## src/rtl/rf_pkg.sv

```systemverilog
// Shared types and default sizes for the operand fetch stage.
package rf_pkg;

  localparam int unsigned DefBusWidth = 8;
  localparam int unsigned DefDepth    = 8;
  localparam int unsigned DefOpWidth  = 16;
  localparam int unsigned DefAddrW    = $clog2(DefDepth);

  // Passthrough payload captured on accept and presented to execute.
  typedef struct packed {
    logic [DefAddrW-1:0]   rd;
    logic                  rd_en;
    logic [DefOpWidth-1:0] op;
  } hold_t;

endpackage

```

## src/rtl/rf_scoreboard.sv

```systemverilog
// Pending-write scoreboard: one bit per GPR, set on issue, cleared on writeback.
module rf_scoreboard
  import rf_pkg::*;
#(
  parameter int unsigned DEPTH  = DefDepth,
  parameter int unsigned ADDR_W = $clog2(DEPTH)
) (
  input  logic              clk,
  input  logic              rst,
  input  logic              set_en_i,
  input  logic [ADDR_W-1:0] set_idx_i,
  input  logic              clr_en_i,
  input  logic [ADDR_W-1:0] clr_idx_i,
  input  logic [ADDR_W-1:0] look_a_idx_i,
  input  logic [ADDR_W-1:0] look_b_idx_i,
  output logic              busy_a_o,
  output logic              busy_b_o
);

  logic [DEPTH-1:0] pend_q, pend_d;

  // Clear first so a same-index set in the same cycle wins.
  always_comb begin
    pend_d = pend_q;
    if (clr_en_i) pend_d[clr_idx_i] = 1'b0;
    if (set_en_i) pend_d[set_idx_i] = 1'b1;
  end

  // Lookups see the current vector; a writeback this cycle releases the index.
  always_comb begin
    busy_a_o = pend_q[look_a_idx_i] && !(clr_en_i && (clr_idx_i == look_a_idx_i));
    busy_b_o = pend_q[look_b_idx_i] && !(clr_en_i && (clr_idx_i == look_b_idx_i));
  end

  // Pending vector state.
  always_ff @(posedge clk) begin
    if (rst) pend_q <= '0;
    else     pend_q <= pend_d;
  end

endmodule

```

## src/rtl/operand_fetch.sv

```systemverilog
// Register-read stage: drives the GPR array ports, bypasses writeback data over
// the synchronous read, and stalls issue on pending destination writes.
// The hold register uses rf_pkg::hold_t, so DEPTH/OP_WIDTH overrides must match
// the package defaults.
module operand_fetch
  import rf_pkg::*;
#(
  parameter int unsigned BUS_WIDTH = DefBusWidth,
  parameter int unsigned DEPTH     = DefDepth,
  parameter int unsigned OP_WIDTH  = DefOpWidth,
  localparam int unsigned ADDR_W   = $clog2(DEPTH)
) (
  input  logic                 clk,
  input  logic                 rst,
  input  logic                 in_valid,
  output logic                 in_ready,
  input  logic [ADDR_W-1:0]    in_rs_a,
  input  logic [ADDR_W-1:0]    in_rs_b,
  input  logic [ADDR_W-1:0]    in_rd,
  input  logic                 in_rd_en,
  input  logic [OP_WIDTH-1:0]  in_op,
  output logic                 out_valid,
  input  logic                 out_ready,
  output logic [BUS_WIDTH-1:0] out_a,
  output logic [BUS_WIDTH-1:0] out_b,
  output logic [ADDR_W-1:0]    out_rd,
  output logic                 out_rd_en,
  output logic [OP_WIDTH-1:0]  out_op,
  input  logic                 wb_we,
  input  logic [ADDR_W-1:0]    wb_addr,
  input  logic [BUS_WIDTH-1:0] wb_data,
  output logic                 rf_we,
  output logic [ADDR_W-1:0]    rf_wr_addr,
  output logic [BUS_WIDTH-1:0] rf_wr_data,
  output logic [ADDR_W-1:0]    rf_rd_addr_a,
  output logic [ADDR_W-1:0]    rf_rd_addr_b,
  input  logic [BUS_WIDTH-1:0] rf_rd_data_a,
  input  logic [BUS_WIDTH-1:0] rf_rd_data_b
);

  hold_t                hold_q, hold_d;
  logic [ADDR_W-1:0]    held_rs_a_q, held_rs_a_d;
  logic [ADDR_W-1:0]    held_rs_b_q, held_rs_b_d;
  logic                 out_valid_q, out_valid_d;
  logic                 byp_a_q, byp_a_d, byp_b_q, byp_b_d;
  logic [BUS_WIDTH-1:0] byp_data_a_q, byp_data_a_d, byp_data_b_q, byp_data_b_d;
  logic                 busy_a, busy_b, hazard, accept;

  rf_scoreboard #(
    .DEPTH  (DEPTH),
    .ADDR_W (ADDR_W)
  ) u_sb (
    .clk          (clk),
    .rst          (rst),
    .set_en_i     (accept && in_rd_en),
    .set_idx_i    (in_rd),
    .clr_en_i     (wb_we),
    .clr_idx_i    (wb_addr),
    .look_a_idx_i (in_rs_a),
    .look_b_idx_i (in_rs_b),
    .busy_a_o     (busy_a),
    .busy_b_o     (busy_b)
  );

  // Handshake: stall on a pending source or a full, blocked output register.
  always_comb begin
    hazard   = busy_a || busy_b;
    in_ready = (!out_valid_q || out_ready) && !hazard && !rst;
    accept   = in_valid && in_ready;
  end

  // GPR port drive; the held sources are re-read every cycle while stalled.
  always_comb begin
    rf_we        = wb_we;
    rf_wr_addr   = wb_addr;
    rf_wr_data   = wb_data;
    rf_rd_addr_a = accept ? in_rs_a : held_rs_a_q;
    rf_rd_addr_b = accept ? in_rs_b : held_rs_b_q;
  end

  // Next state: capture on accept, bypass any write that races the array read.
  always_comb begin
    hold_d       = hold_q;
    held_rs_a_d  = held_rs_a_q;
    held_rs_b_d  = held_rs_b_q;
    out_valid_d  = out_valid_q;
    if (accept) begin
      hold_d      = '{rd: in_rd, rd_en: in_rd_en, op: in_op};
      held_rs_a_d = in_rs_a;
      held_rs_b_d = in_rs_b;
      out_valid_d = 1'b1;
    end else if (out_ready) begin
      out_valid_d = 1'b0;
    end
    byp_a_d      = wb_we && (wb_addr == rf_rd_addr_a);
    byp_b_d      = wb_we && (wb_addr == rf_rd_addr_b);
    byp_data_a_d = wb_data;
    byp_data_b_d = wb_data;
  end

  // Stage registers.
  always_ff @(posedge clk) begin
    if (rst) begin
      hold_q       <= '0;
      held_rs_a_q  <= '0;
      held_rs_b_q  <= '0;
      out_valid_q  <= 1'b0;
      byp_a_q      <= 1'b0;
      byp_b_q      <= 1'b0;
      byp_data_a_q <= '0;
      byp_data_b_q <= '0;
    end else begin
      hold_q       <= hold_d;
      held_rs_a_q  <= held_rs_a_d;
      held_rs_b_q  <= held_rs_b_d;
      out_valid_q  <= out_valid_d;
      byp_a_q      <= byp_a_d;
      byp_b_q      <= byp_b_d;
      byp_data_a_q <= byp_data_a_d;
      byp_data_b_q <= byp_data_b_d;
    end
  end

  // Output view of the stage register.
  always_comb begin
    out_valid = out_valid_q;
    out_rd    = hold_q.rd;
    out_rd_en = hold_q.rd_en;
    out_op    = hold_q.op;
    out_a     = byp_a_q ? byp_data_a_q : rf_rd_data_a;
    out_b     = byp_b_q ? byp_data_b_q : rf_rd_data_b;
  end

endmodule

```

## config.mk

```make
export PLATFORM = sky130hd
export DESIGN_NAME = operand_fetch
export DESIGN_NICKNAME = d
export VERILOG_FILES = /design/src/rtl/rf_pkg.sv /design/src/rtl/rf_scoreboard.sv /design/src/rtl/operand_fetch.sv
export SDC_FILE = /design/constraint.sdc
export NUM_CORES = 1
export LEC_CHECK = 0
export BUFFER_PORTS_ARGS = -buffer_cell sky130_fd_sc_hd__clkbuf_2
export CAP_MARGIN = 20
export CORE_ASPECT_RATIO = 0.75
export CORE_MARGIN = 1.5
export CORE_UTILIZATION = 45
export CTS_CLUSTER_SIZE = 40
export DETAILED_ROUTE_END_ITERATION = 12
export GPL_TIMING_DRIVEN = 1
export HOLD_SLACK_MARGIN = 0.12
export PLACE_DENSITY = 0.77
export SYNTH_ARGS = -nofsm -noshare
export SYNTH_HDL_FRONTEND = slang
export SYNTH_SLANG_ARGS = --single-unit
```

## constraint.sdc

```tcl
create_clock -name clk -period 2.49 [get_ports clk]
set_clock_uncertainty 0.15 [all_clocks]
set_input_delay 0.1245 -clock clk [delete_from_list [all_inputs] [get_ports clk]]
set_output_delay 0.1245 -clock clk [all_outputs]
set_load 0.01 [all_outputs]
```

### Yosys cells after proc, flatten, opt, wreduce, memory -nomap -nowiden

Index checks and enable logic that the tools add are counted.
W data, S select, Z words.

| storage, ports and cells | value |
|---|---|
| memories | 0 |
| ROM bits | 0 |
| word-level logic and storage cells | 59 |
| input bits | 58 |
| bits in writable memories | 0 |
| register bits after elaboration | 45 |
| latch bits | 0 |

| cells by class | value |
|---|---|
| add/subtract/negate cells | 0 |
| order comparisons | 6 |
| bitwise operators | 3 |
| reduce and logical (&&, ||, !) cells | 20 |
| equal/unequal tests | 4 |
| muxes and demuxes | 16 |
| shift operators | 0 |
| div/mod/pow operators | 0 |
| $mul | 0 |

Operators by type and width:

| cell | count |
|---|---|
| $mux W8 | 4 |
| $lt A3 B4 Y1 const B | 4 |
| $eq A3 B3 Y1 | 4 |
| $logic_and A1 B1 Y1 | 12 |
| $and A8 B8 Y8 | 1 |
| $not A8 Y8 | 1 |
| $or A8 B8 Y8 | 1 |
| $bmux W1 S3 | 2 |
| $demux W1 S3 | 2 |
| $ge A3 B1 Y1 const B | 2 |
| $mux W1 | 6 |
| $mux W3 | 2 |
| $logic_not A1 Y1 | 5 |
| $logic_or A1 B1 Y1 | 2 |
| $reduce_bool A2 Y1 | 1 |

### Longest topological paths before layout

Gate-level depths: netlist of the first run.

| depth | value |
|---|---|
| depth in word-level cells | 12 |
| mapped depth | 9 |

### Hierarchy

Synthesis of the first run repeated with hierarchy kept, for this count alone.

| second synthesis, totals | value |
|---|---|
| cells, all modules | 261 |
| area, all modules | 2,262.2 sq um |

Modules (own cells, without submodules):

| module | seq. area each (sq um) | area each (sq um) | cells each | instances |
|---|---|---|---|---|
| operand_fetch | 740.7 | 1,670.4 | 187 | 1 |
| rf_scoreboard | 160.2 | 591.8 | 74 | 1 |

### Worst setup path before layout of the first run

No wires, ideal clock.

| timing path | value |
|---|---|
| path kind | reg2reg |
| start point | register out_valid_q, in the netlist out_valid |
| end point | register u_sb.pend_q[4] |
| library setup time | 0.071 ns |
| required time | 2.269 ns |
| clock period less this slack | 1.867 ns |
| arrival | 1.646 ns |
| stages on the path, launching flop included | 7 |
| setup slack | 0.623 ns |
| path buffers | 0 |
| cells stage by stage | dfxtp_1 > nor2b_1 > nor3b_1 > o211a_1 > nand2_1 > or4b_2 > a21oi_1 |

| on the way | value |
|---|---|
| longest elaborated chain between the ends | 7 |

RTL lines:

| element | line | RTL |
|---|---|---|
| start, declared | operand_fetch.sv:44 | `logic out_valid_q, out_valid_d;` |
| start signal, assigned | operand_fetch.sv:116 | `out_valid_q <= out_valid_d;` |
| $logic_not A1 Y1 | operand_fetch.sv:68 | `in_ready = (!out_valid_q \|\| out_ready) && !hazard && !rst;` |
| $logic_or A1 B1 Y1 | operand_fetch.sv:68 |  |
| $logic_and A1 B1 Y1 (2 in series) | operand_fetch.sv:68 |  |
| $logic_and A1 B1 Y1 | operand_fetch.sv:69 | `accept = in_valid && in_ready;` |
| $logic_and A1 B1 Y1 | operand_fetch.sv:55 | `.set_en_i (accept && in_rd_en),` |
| $mux W8 | rf_scoreboard.sv:26 | `if (set_en_i) pend_d[set_idx_i] = 1'b1;` |
| end signal, assigned | rf_scoreboard.sv:38 | `else pend_q <= pend_d;` |
| end, declared | rf_scoreboard.sv:20 | `logic [DEPTH-1:0] pend_q, pend_d;` |

Every way passes these cells.
A chain may end at the register's enable or synchronous reset.

### Worst setup path after layout of the first run

| timing path | value |
|---|---|
| start point | input port wb_we |
| end point | output port rf_rd_addr_b[0] |

| on the way | value |
|---|---|
| longest elaborated chain between the ends | 9 |
| elaborated cells on any way between the ends | 12 |
| classes of those cells | mux (1); reduce/logical (11) |

RTL lines:

| element | line | RTL |
|---|---|---|
| start, declared | operand_fetch.sv:29 | `input logic wb_we,` |
| $logic_and A1 B1 Y1, on equally long branches | rf_scoreboard.sv:31, rf_scoreboard.sv:32 |  |
| $logic_not A1 Y1, on equally long branches | rf_scoreboard.sv:31, rf_scoreboard.sv:32 |  |
| $logic_and A1 B1 Y1, on equally long branches | rf_scoreboard.sv:31, rf_scoreboard.sv:32 |  |
| $logic_or A1 B1 Y1 * | operand_fetch.sv:67 | `hazard = busy_a \|\| busy_b;` |
| $logic_not A1 Y1 * | operand_fetch.sv:68 |  |
| $logic_and A1 B1 Y1 * (2 in series) | operand_fetch.sv:68 |  |
| $logic_and A1 B1 Y1 * | operand_fetch.sv:69 |  |
| $mux W3 * | n/a |  |
| end, declared | operand_fetch.sv:36 | `output logic [ADDR_W-1:0] rf_rd_addr_b,` |

Every way passes the cells marked *; elsewhere a longest branch is shown, timed or not.

==> results.yml, run 1 <==
synth:
  synth_edf_count: 0
  yosysWarnings: 0
  synth-simple-area-share_pct: 17.1
  synth_compound_area_share_pct: 5.06
  synth-main-ff-cell: "dfxtp_1"
  synthArstFlopShare_pct: 0
  synth-xor-area-share_pct: 4.73
  syn_avg_cell_area_um2: 9.50
  synthDistinctLibCells: 32
  netlist_area_um2: 2220
  synth_cells: 234
  synth.mux.area_fraction_pct: 23.3
  synth.yosys.seq_area_share_pct: 40.5
  ys_ff_latch: 45
  mappedNetlistNets: 292
  synth_top_family_by_area: "multiplexers"
  synthAdderAreaFrac_pct: 0
timing:
  hold_viol: 0
  grt_setup_unrepaired: "yes"
  tns_ns: 0
  fin_crit_sh_pct: 96.5
  worstMarginPinSlew_ns: 0.482
  fin_ws_ns: 0.0864
  setup_viol: 0
  drv_slew: 0
  relSlewSlack_pct: 67.8
  max_clock_freq_mhz: 416
  period_needed_ns: 2.40
grt:
  grt_max_degree: 46
  grt_use_total_pct: 23.2
  grt_util_met3_pct: 7.36
  grt_pass1_wl_mm: 9.78
  grt_pass1_vias: 2005
  antenna_found_initial: 0
  use_met2_pct: 38.7
  met1_usage_pct: 29.2
  top_usage_layer: "met2"
  gr-total-overflow: 0
critical_path:
  worstPathRequired_ns: 2.22
  worstPathArrival_ns: 2.13
  worstSetupStartpoint: "wb_we"
  cp_slowest_stage_delay_ns: 0.52
  r2r-end: "byp_a_q$_SDFF_PP0_"
  crit_chain: "dlygate4sd3_1, clkbuf_2, nand2_1, nor3_1, o211a_1, buf_4, mux2i_1, inv_1, clkbuf_2"
  criticalPathCategory: "primary input to primary output"
  r2r-start: "u_sb.pend_q[6]$_SDFF_PP0_"
  r2r_cells: 8
  critPathLaunchType: "primary input"
  crit_fanout: 6
  end_kind: "primary output"
  reg2reg_slack_ns: 0.43
  crit_path_top_delay_cell: "dlygate4sd3_1"
  path_common_cell: "clkbuf_2"
final_layout:
  fill_cells: 356
  drive_gt1_share_pct: 40.5
  fin_cells: 422
  nets: 422
  final_cell_mix: "113 x clkbuf_2, 45 x dfxtp_1, 36 x dlygate4sd3_1, 30 x nor2_1, 29 x mux2i_1"
  area_growth_syn_to_layout_pct: 43.5
  layout_commonest_cell: "clkbuf_2"
  diodes: 0
floorplan:
  initial_utilization_pct: 48.4
  ios: 114
  core-area_um2: 4600
  die_x_um: 84.2
  die_area_um2: 5380
  rows: 21
  die_h_um: 63.9
detailed_routing:
  dr.pass1.iters: 8
  vias_per_cell: 5.02
  drcViolationCount: 0
  finalWirelength_mm: 6.16
  wire_per_inst_um: 14.6
  drt_first_iter_violations: 104
  vias: 2118
  ant_nets: 0
cts:
  worstSkewPairLatency_ns: 0.31
  post_cts_buffers: 0
  cts.clk_slew.worst_paths_ns: 0.09
  cts-root-buf: "clkbuf_8"
  cts_tree: "done"
  cts_sinks: 45
  h-tree-depth: 2
  clockBufferDepth: 2
  cts_buffers: 5
placed_design:
  place_ws_ns: 0.330
  dp.cells: 378
  hpwl_mm: 3.90
  numPortBuffers: 113
  finalWeightedCongestion: 0.861
power_and_ir_drop:
  switching_share_pct: 27.2
  peakVddDrop_v: 0.000325
  power_switching_mw: 0.461
  pwr-share-comb_pct: 20.2
  p_int_mw: 1.23
  power_per_cell_area_nw_per_um2: 531
  seqPwrFrac_pct: 45.1
  finalPower_mw: 1.69
  leakagePower_nw: 1.48
  pwr-share-clk_pct: 34.7
hold_path:
  holdCritStartpoint: "in_rs_a[0]"
  holdPathEnd: "held_rs_a_q[0]$_SDFF_PP0_"
  holdPathStages: 3
  hp-class: "primary input to flip-flop"
run:
  max_cap_viol_count: 0
status:
  status: "finished, final reports clean"
cells in the mapped netlist (2+ instances only):
cell      number  share of area [%]
o31ai_1        2               0.68
nor3_1         2               0.45
nand3_1        3               0.68
inv_1          6                1.0
o21ai_0        7                1.6
nor2_1        30                5.1
mux2_2        16                8.1
or4b_2         2               0.90
nand4_1        3               0.84
clkbuf_1       8                1.4
nand3b_1       5                1.7
a21oi_1        9                2.0
buf_6          2                1.0
nand2_1        7                1.2
nand2b_1       5                1.4
dfxtp_1       45                 41
mux2i_1       31                 14
xor2_1         2               0.79
nor2b_1       10                2.8
xnor2_1       10                3.9
buf_4         15                5.1
mux2i_2        2                1.2
buf_2          3               0.68
critical path, delay by kind of cell:
family	cells	cell delay, ns
compound gates	1	0.23
buf+inv	5	1.12
simple gates	2	0.28
mux	1	0.37
how the worst max path moves through the flow:
stage	to	slack, ns
floorplan	u_sb.pend_q[4]$_SDFF_PP0_	0.62
global placement	byp_b_q$_SDFF_PP0_	0.32
detailed placement	byp_a_q$_SDFF_PP0_	0.33
CTS	rf_rd_addr_a[0]	0.02
global route	rf_rd_addr_a[2]	-0.04
finish	rf_rd_addr_b[0]	0.09
logic make-up after synthesis:
| group | after synthesis |
|---|---|
| XOR/XNOR | 12 |
| flip-flops | 45 |
| AO/OA/AOI/OAI | 20 |
| buffers and inverters | 35 |
| multiplexers | 49 |
| AND/OR/NAND/NOR | 73 |
state kept, by name, summed over array words and instances, names as in the netlist:
signal        count
byp_b_q           1
u_sb.pend_q       8
out_op           16
byp_a_q           1
out_rd            3
out_valid         1
out_rd_en         1
held_rs_b_q       3
byp_data_b_q      8
held_rs_a_q       3
power groups by stage:
stage | sequential, mW | combinational [mW] | clock, mW
6_report | 0.764 | 0.341 | 0.588
2_1_floorplan | 0.782 | 0.183 | 0
5_1_grt | 0.768 | 0.369 | 0.628
4_1_cts | 0.763 | 0.334 | 0.605
3_5_place_dp | 0.779 | 0.288 | 0
3_3_place_gp | 0.778 | 0.284 | 0
routing by layer:
| layer | part of all wire (%) | wire length, µm |
|---|---|---|
| met5 | 0 | 0 |
| met1 | 44 | 2740 |
| met2 | 46 | 2830 |
| met4 | 1.2 | 74 |
| met3 | 8.4 | 518 |
per-stage QoR:
stage	cell area (µm²)	utilization [%]	hold slack, ns
4_1_cts	3180	69.1	0.126
5_1_grt	3190	69.4	0.129
3_5_place_dp	2700	58.7	0.210
3_3_place_gp	2700	58.7	0.201
6_report	3190	69.4	0.113
2_1_floorplan	2220	-	0.103
cell type report:
class | instances | area (µm²) | area share (%)
tap | 57 | 71.3 | 2.24
multi-input combinational | 154 | 1130 | 35.4
sequential | 45 | 901 | 28.2
clock inverter | 3 | 50.0 | 1.57
timing repair buffer | 152 | 948 | 29.7
inverter | 6 | 22.5 | 0.706
clock buffer | 5 | 68.8 | 2.16
timing repair:
action	in CTS	in global routing
gates resized for setup	0	3
hold buffers	36	0
endpoints found under the setup margin	0	4
hold endpoints to repair	42	0
Power figures use the tool's default switching activity.
==> run 2, diff against run 1 <==
Settings changed: CELL_PAD_IN_SITES_DETAIL_PLACEMENT set to 1, CELL_PAD_IN_SITES_GLOBAL_PLACEMENT set to 1, CORE_UTILIZATION 45 to 32, PLACE_DENSITY 0.77 to not set, PLACE_DENSITY_LB_ADDON set to 0.1.
==> run 2 against run 1 <==
- clock power decreased by 20%
- largest cell class unchanged
- routed wire length is 7.6% higher
- non-clock buffer count is 2 higher
- final area rose by 2.9%
==> results.yml, run 2 (same netlist as run 1, synthesis figures left out) <==
status:
  status: "finished, final reports clean"
detailed_routing:
  drt_first_iter_violations: 44
  wire_per_inst_um: 14.7
  finalWirelength_mm: 6.63
  drcViolationCount: 0
  wl_met2_mm: 3.21
  top_layer_used: "met4"
  wirelength_met1_mm: 2.99
  ant_nets: 0
  wl_met3_um: 389
  vias: 2089
  dr.pass1.iters: 4
  vias_per_cell: 4.63
placed_design:
  place_area_um2: 2750
  finalWeightedCongestion: 0.767
  hpwl_mm: 4.54
  place_ws_ns: 0.325
  numPortBuffers: 113
final_layout:
  final_cell_mix: "112 x clkbuf_2, 45 x dfxtp_1, 35 x dlygate4sd3_1, 30 x nor2_1, 27 x mux2i_1"
  largest_reg_flops: 16
  area_growth_syn_to_layout_pct: 47.7
  nets: 424
  drive_gt1_share_pct: 41.1
  final_area_um2: 3280
  diodes: 0
  utilization_pct: 48.5
  layout_commonest_cell: "clkbuf_2"
timing:
  period_needed_ns: 2.33
  worstMarginPinSlew_ns: 0.478
  fin_hold_ws_ns: 0.124
  relSlewSlack_pct: 68.2
  hold_viol: 0
  fin_ws_ns: 0.160
  tns_ns: 0
  drv_slew: 0
  setup_viol: 0
  grt_setup_unrepaired: "no"
  max_clock_freq_mhz: 429
  fin_crit_sh_pct: 93.6
cts:
  worstSkewPairLatency_ns: 0.30
  clockBufferDepth: 2
  cts_buffers: 5
  cts_tree: "done"
  cts-root-buf: "clkbuf_8"
  h-tree-depth: 2
  cts_sinks: 45
  cts.clk_slew.worst_paths_ns: 0.09
grt:
  grt_pass1_wl_mm: 10.2
  antenna_found_initial: 0
  grt_max_degree: 46
  grt_use_total_pct: 17.6
  gr-total-overflow: 0
  grt_pass1_vias: 2066
hold_path:
  hp-class: "primary input to flip-flop"
floorplan:
  ios: 114
  core-area_um2: 6770
  rows: 26
  die_x_um: 99.3
  die_area_um2: 7460
  die_h_um: 75.2
  initial_utilization_pct: 32.9
critical_path:
  cp_slowest_stage_delay_ns: 0.53
  critPathLaunchType: "primary input"
  crit_fanout: 6
  criticalPathCategory: "primary input to primary output"
  end_kind: "primary output"
  worstPathArrival_ns: 2.06
  crit_chain: "dlygate4sd3_1, clkbuf_2, nor2b_1, nor3b_1, o211a_1, buf_12, mux2i_4, inv_1, clkbuf_2"
  worstPathRequired_ns: 2.22
  path_common_cell: "clkbuf_2"
  crit_path_top_delay_cell: "dlygate4sd3_1"
power_and_ir_drop:
  power_per_cell_area_nw_per_um2: 487
  peakVddDrop_v: 0.000291
  leakagePower_nw: 1.49
run:
  max_cap_viol_count: 0
[run 2: final cells by class]
| class | instances | area, µm² |
|---|---|---|
| fillers | 827 | 3480 |
| multi-input cells | 154 | 1180 |
| repair buffers | 154 | 981 |
| flip-flops and latches | 45 | 901 |
| well taps | 84 | 105 |
| clock buffers | 5 | 68.8 |
| inverters | 6 | 22.5 |
| clock inverters | 3 | 21.3 |
[run 2: metrics by stage]
step           total power, mW  std cells
6_report                  1.60        451
5_1_grt                   1.69        451
4_1_cts                   1.60        451
3_5_place_dp              1.08        407
3_3_place_gp              1.07        407
2_1_floorplan            0.964        234
[run 2: path summary, 6_finish.rpt]
check	from	endpoint	slack, ns	depth (start not counted)
max	out_ready	rf_rd_addr_b[1]	0.16	9
min	in_rs_a[1]	held_rs_a_q[1]$_SDFF_PP0_	0.12	3
max reg2reg	out_valid$_SDFFE_PP0P_	u_sb.pend_q[4]$_SDFF_PP0_	0.28	6
min reg2reg	out_rd_en$_SDFFE_PP0P_	out_rd_en$_SDFFE_PP0P_	0.35	2
[run 2: power breakdown]
part / switching, mW / leakage [nW] / internal [mW]
combinational: 0.171 / 1.08 / 0.190
clock: 0.272 / 0.0445 / 0.200
sequential: 0.0176 / 0.367 / 0.747
total: 0.460 / 1.49 / 1.14
[run 2: what timing repair did]
action / CTS / global route
endpoints found under the hold margin: 42 / 0
hold buffers: 36 / 0
buffers inserted: 0 / 1
resized for setup: 0 / 14
endpoints found under the setup margin: 0 / 6
[run 2: layer usage]
| layer | track usage [%] | up-vias |
|---|---|---|
| li1 | - | 1037 |
| met1 | 23.0 | 982 |
| met2 | 28.8 | 66 |
| met3 | 5.11 | 4 |
| met4 | 4.69 | 0 |
| met5 | 0 | - |
[run 2: worst max-delay path: cells and delay by family]
| family | cells | cell delay [ns] |
|---|---|---|
| multiplexers | 1 | 0.27 |
| AO/OA/AOI/OAI | 1 | 0.30 |
| buffers and inverters | 5 | 1.01 |
| AND/OR/NAND/NOR | 2 | 0.36 |
==> run 3, diff against run 2 <==
Settings changed: SETUP_SLACK_MARGIN set to 0.2.
==> run 3 against run 2 <==
- hold slack worse by 0.0030 ns
- first-iteration DRC count up 4.5%
- final area rose by 2.2%
- flip-flop and latch count unchanged
- non-clock buffer count is 7 higher
- via count rose by 1.3%
- global-route usage increased by 0.19 points
- sequential power about the same
- critical path type is now flip-flop to primary output
- critical endpoint unchanged
- largest cell class unchanged
- highest routed layer unchanged
==> results.yml, run 3 (same netlist as run 1, synthesis figures left out) <==
status:
  status: "finished, final reports clean"
power_and_ir_drop:
  pwr-share-comb_pct: 23.3
  leakagePower_nw: 1.52
  pwr-share-clk_pct: 29.3
  switching_share_pct: 28.9
  seqPwrFrac_pct: 47.4
  peakVddDrop_v: 0.000290
  power_switching_mw: 0.466
  power_per_cell_area_nw_per_um2: 481
  p_int_mw: 1.15
  finalPower_mw: 1.61
timing:
  grt_setup_unrepaired: "no"
  period_needed_ns: 2.19
  fin_ws_ns: 0.302
  hold_viol: 0
  setup_viol: 0
  drv_slew: 0
  fin_hold_ws_ns: 0.121
  max_clock_freq_mhz: 457
  worstMarginPinSlew_ns: 0.476
  fin_crit_sh_pct: 87.9
  tns_ns: 0
  relSlewSlack_pct: 68.3
final_layout:
  final_cell_mix: "111 x clkbuf_2, 43 x dfxtp_1, 37 x dlygate4sd3_1, 30 x nor2_1, 27 x mux2i_1"
  drive_gt1_share_pct: 43.3
  fill_cells: 821
  largest_reg_flops: 16
  layout_commonest_cell: "clkbuf_2"
  fin_cells: 458
  nets: 431
  utilization_pct: 49.6
  area_growth_syn_to_layout_pct: 50.9
  final_area_um2: 3350
  diodes: 0
critical_path:
  criticalPathCategory: "flip-flop to primary output"
  end_kind: "primary output"
  worstPathRequired_ns: 2.22
  critical_path_buf_inv_count: 3
  r2r-start: "u_sb.pend_q[0]$_SDFF_PP0_"
  r2r-end: "byp_a_q$_SDFF_PP0_"
  critPathLaunchType: "flip-flop"
  crit_fanout: 6
  crit_path_top_delay_cell: "dfxtp_1"
  reg2reg_slack_ns: 0.39
  cp_slowest_stage_delay_ns: 0.34
  worstPathArrival_ns: 1.91
  r2r_cells: 9
  cpLargestDelayFamily: "multiplexers"
  crit_chain: "mux2i_1, a22oi_1, nand4_1, o211a_1, buf_12, mux2i_4, inv_1, buf_2"
cts:
  cts_sinks: 45
  clockBufferDepth: 2
  worstSkewPairLatency_ns: 0.30
  cts.clk_slew.worst_paths_ns: 0.09
  cts_tree: "done"
  cts_buffers: 5
  cts-root-buf: "clkbuf_8"
  h-tree-depth: 2
floorplan:
  initial_utilization_pct: 32.9
  rows: 26
  die_area_um2: 7460
  die_x_um: 99.3
  ios: 114
  core-area_um2: 6770
  die_h_um: 75.2
hold_path:
  holdCritStartpoint: "in_rs_a[1]"
  holdPathStages: 3
  holdPathEnd: "held_rs_a_q[1]$_SDFF_PP0_"
  hp-class: "primary input to flip-flop"
placed_design:
  hpwl_mm: 4.54
  finalWeightedCongestion: 0.767
  place_area_um2: 2750
  dp.cells: 407
  numPortBuffers: 113
  place_ws_ns: 0.325
detailed_routing:
  drt_first_iter_violations: 46
  vias_per_cell: 4.62
  dr.pass1.iters: 4
  wire_per_inst_um: 14.9
  vias: 2117
  ant_nets: 0
  drcViolationCount: 0
  finalWirelength_mm: 6.83
grt:
  met1_usage_pct: 23.1
  grt_util_met3_pct: 5.01
  top_usage_layer: "met2"
  grt_pass1_vias: 2086
  grt_use_total_pct: 17.8
  use_met2_pct: 29.5
  grt_pass1_wl_mm: 10.3
  antenna_found_initial: 0
  gr-total-overflow: 0
  grt_max_degree: 46
run:
  max_cap_viol_count: 0
## run 3: what timing repair did
item / in CTS / in global routing
resized for setup: 5 / 17
pin swaps: 0 / 3
buffers inserted: 0 / 6
hold endpoints to repair: 43 / 1
endpoints found under the setup margin: 6 / 6
hold buffers: 37 / 1
## run 3: final cells by class
type                    count  area, µm²  area share [%]
inverters                   6       22.5           0.671
clock buffers               5       68.8            2.05
clock inverters             3       21.3           0.634
repair buffers            161       1040            30.9
well taps                  84        105            3.13
flip-flops and latches     45        903            26.9
multi-input cells         154       1200            35.7
## run 3: power by group through the flow
stage | sequential, mW | combinational [mW] | clock (mW)
2_1_floorplan | 0.782 | 0.183 | 0
3_3_place_gp | 0.779 | 0.294 | 0
3_5_place_dp | 0.780 | 0.298 | 0
4_1_cts | 0.764 | 0.350 | 0.492
5_1_grt | 0.769 | 0.412 | 0.525
6_report | 0.765 | 0.376 | 0.472
## run 3: worst register-to-register path: cells and delay by family (launching register included)
| family | cells | cell delay [ns] |
|---|---|---|
| simple gates | 2 | 0.40 |
| xor+xnor | 1 | 0.12 |
| flops | 1 | 0.37 |
| compound gates | 2 | 0.37 |
| buf+inv | 2 | 0.33 |
| mux | 2 | 0.29 |
## run 3: worst max path at each step
stage | from | end | slack (ns) | cells past startpoint
6_report | u_sb.pend_q[0]$_SDFF_PP0_ | rf_rd_addr_b[1] | 0.30 | 8
5_1_grt | u_sb.pend_q[0]$_SDFF_PP0_ | rf_rd_addr_b[1] | 0.18 | 8
4_1_cts | out_ready | rf_rd_addr_a[1] | 0.22 | 9
3_5_place_dp | in_rs_a[1] | byp_a_q$_SDFF_PP0_ | 0.32 | 9
3_3_place_gp | out_valid$_SDFFE_PP0P_ | u_sb.pend_q[4]$_SDFF_PP0_ | 0.42 | 6
2_1_floorplan | out_valid$_SDFFE_PP0P_ | u_sb.pend_q[4]$_SDFF_PP0_ | 0.62 | 6
## run 3: per-layer routing
layer  routed length, µm  vias up
met1                3020      997
met2                3360       62
met3                 384        8
met5                   0        -
met4                  72        0
li1                    -     1050
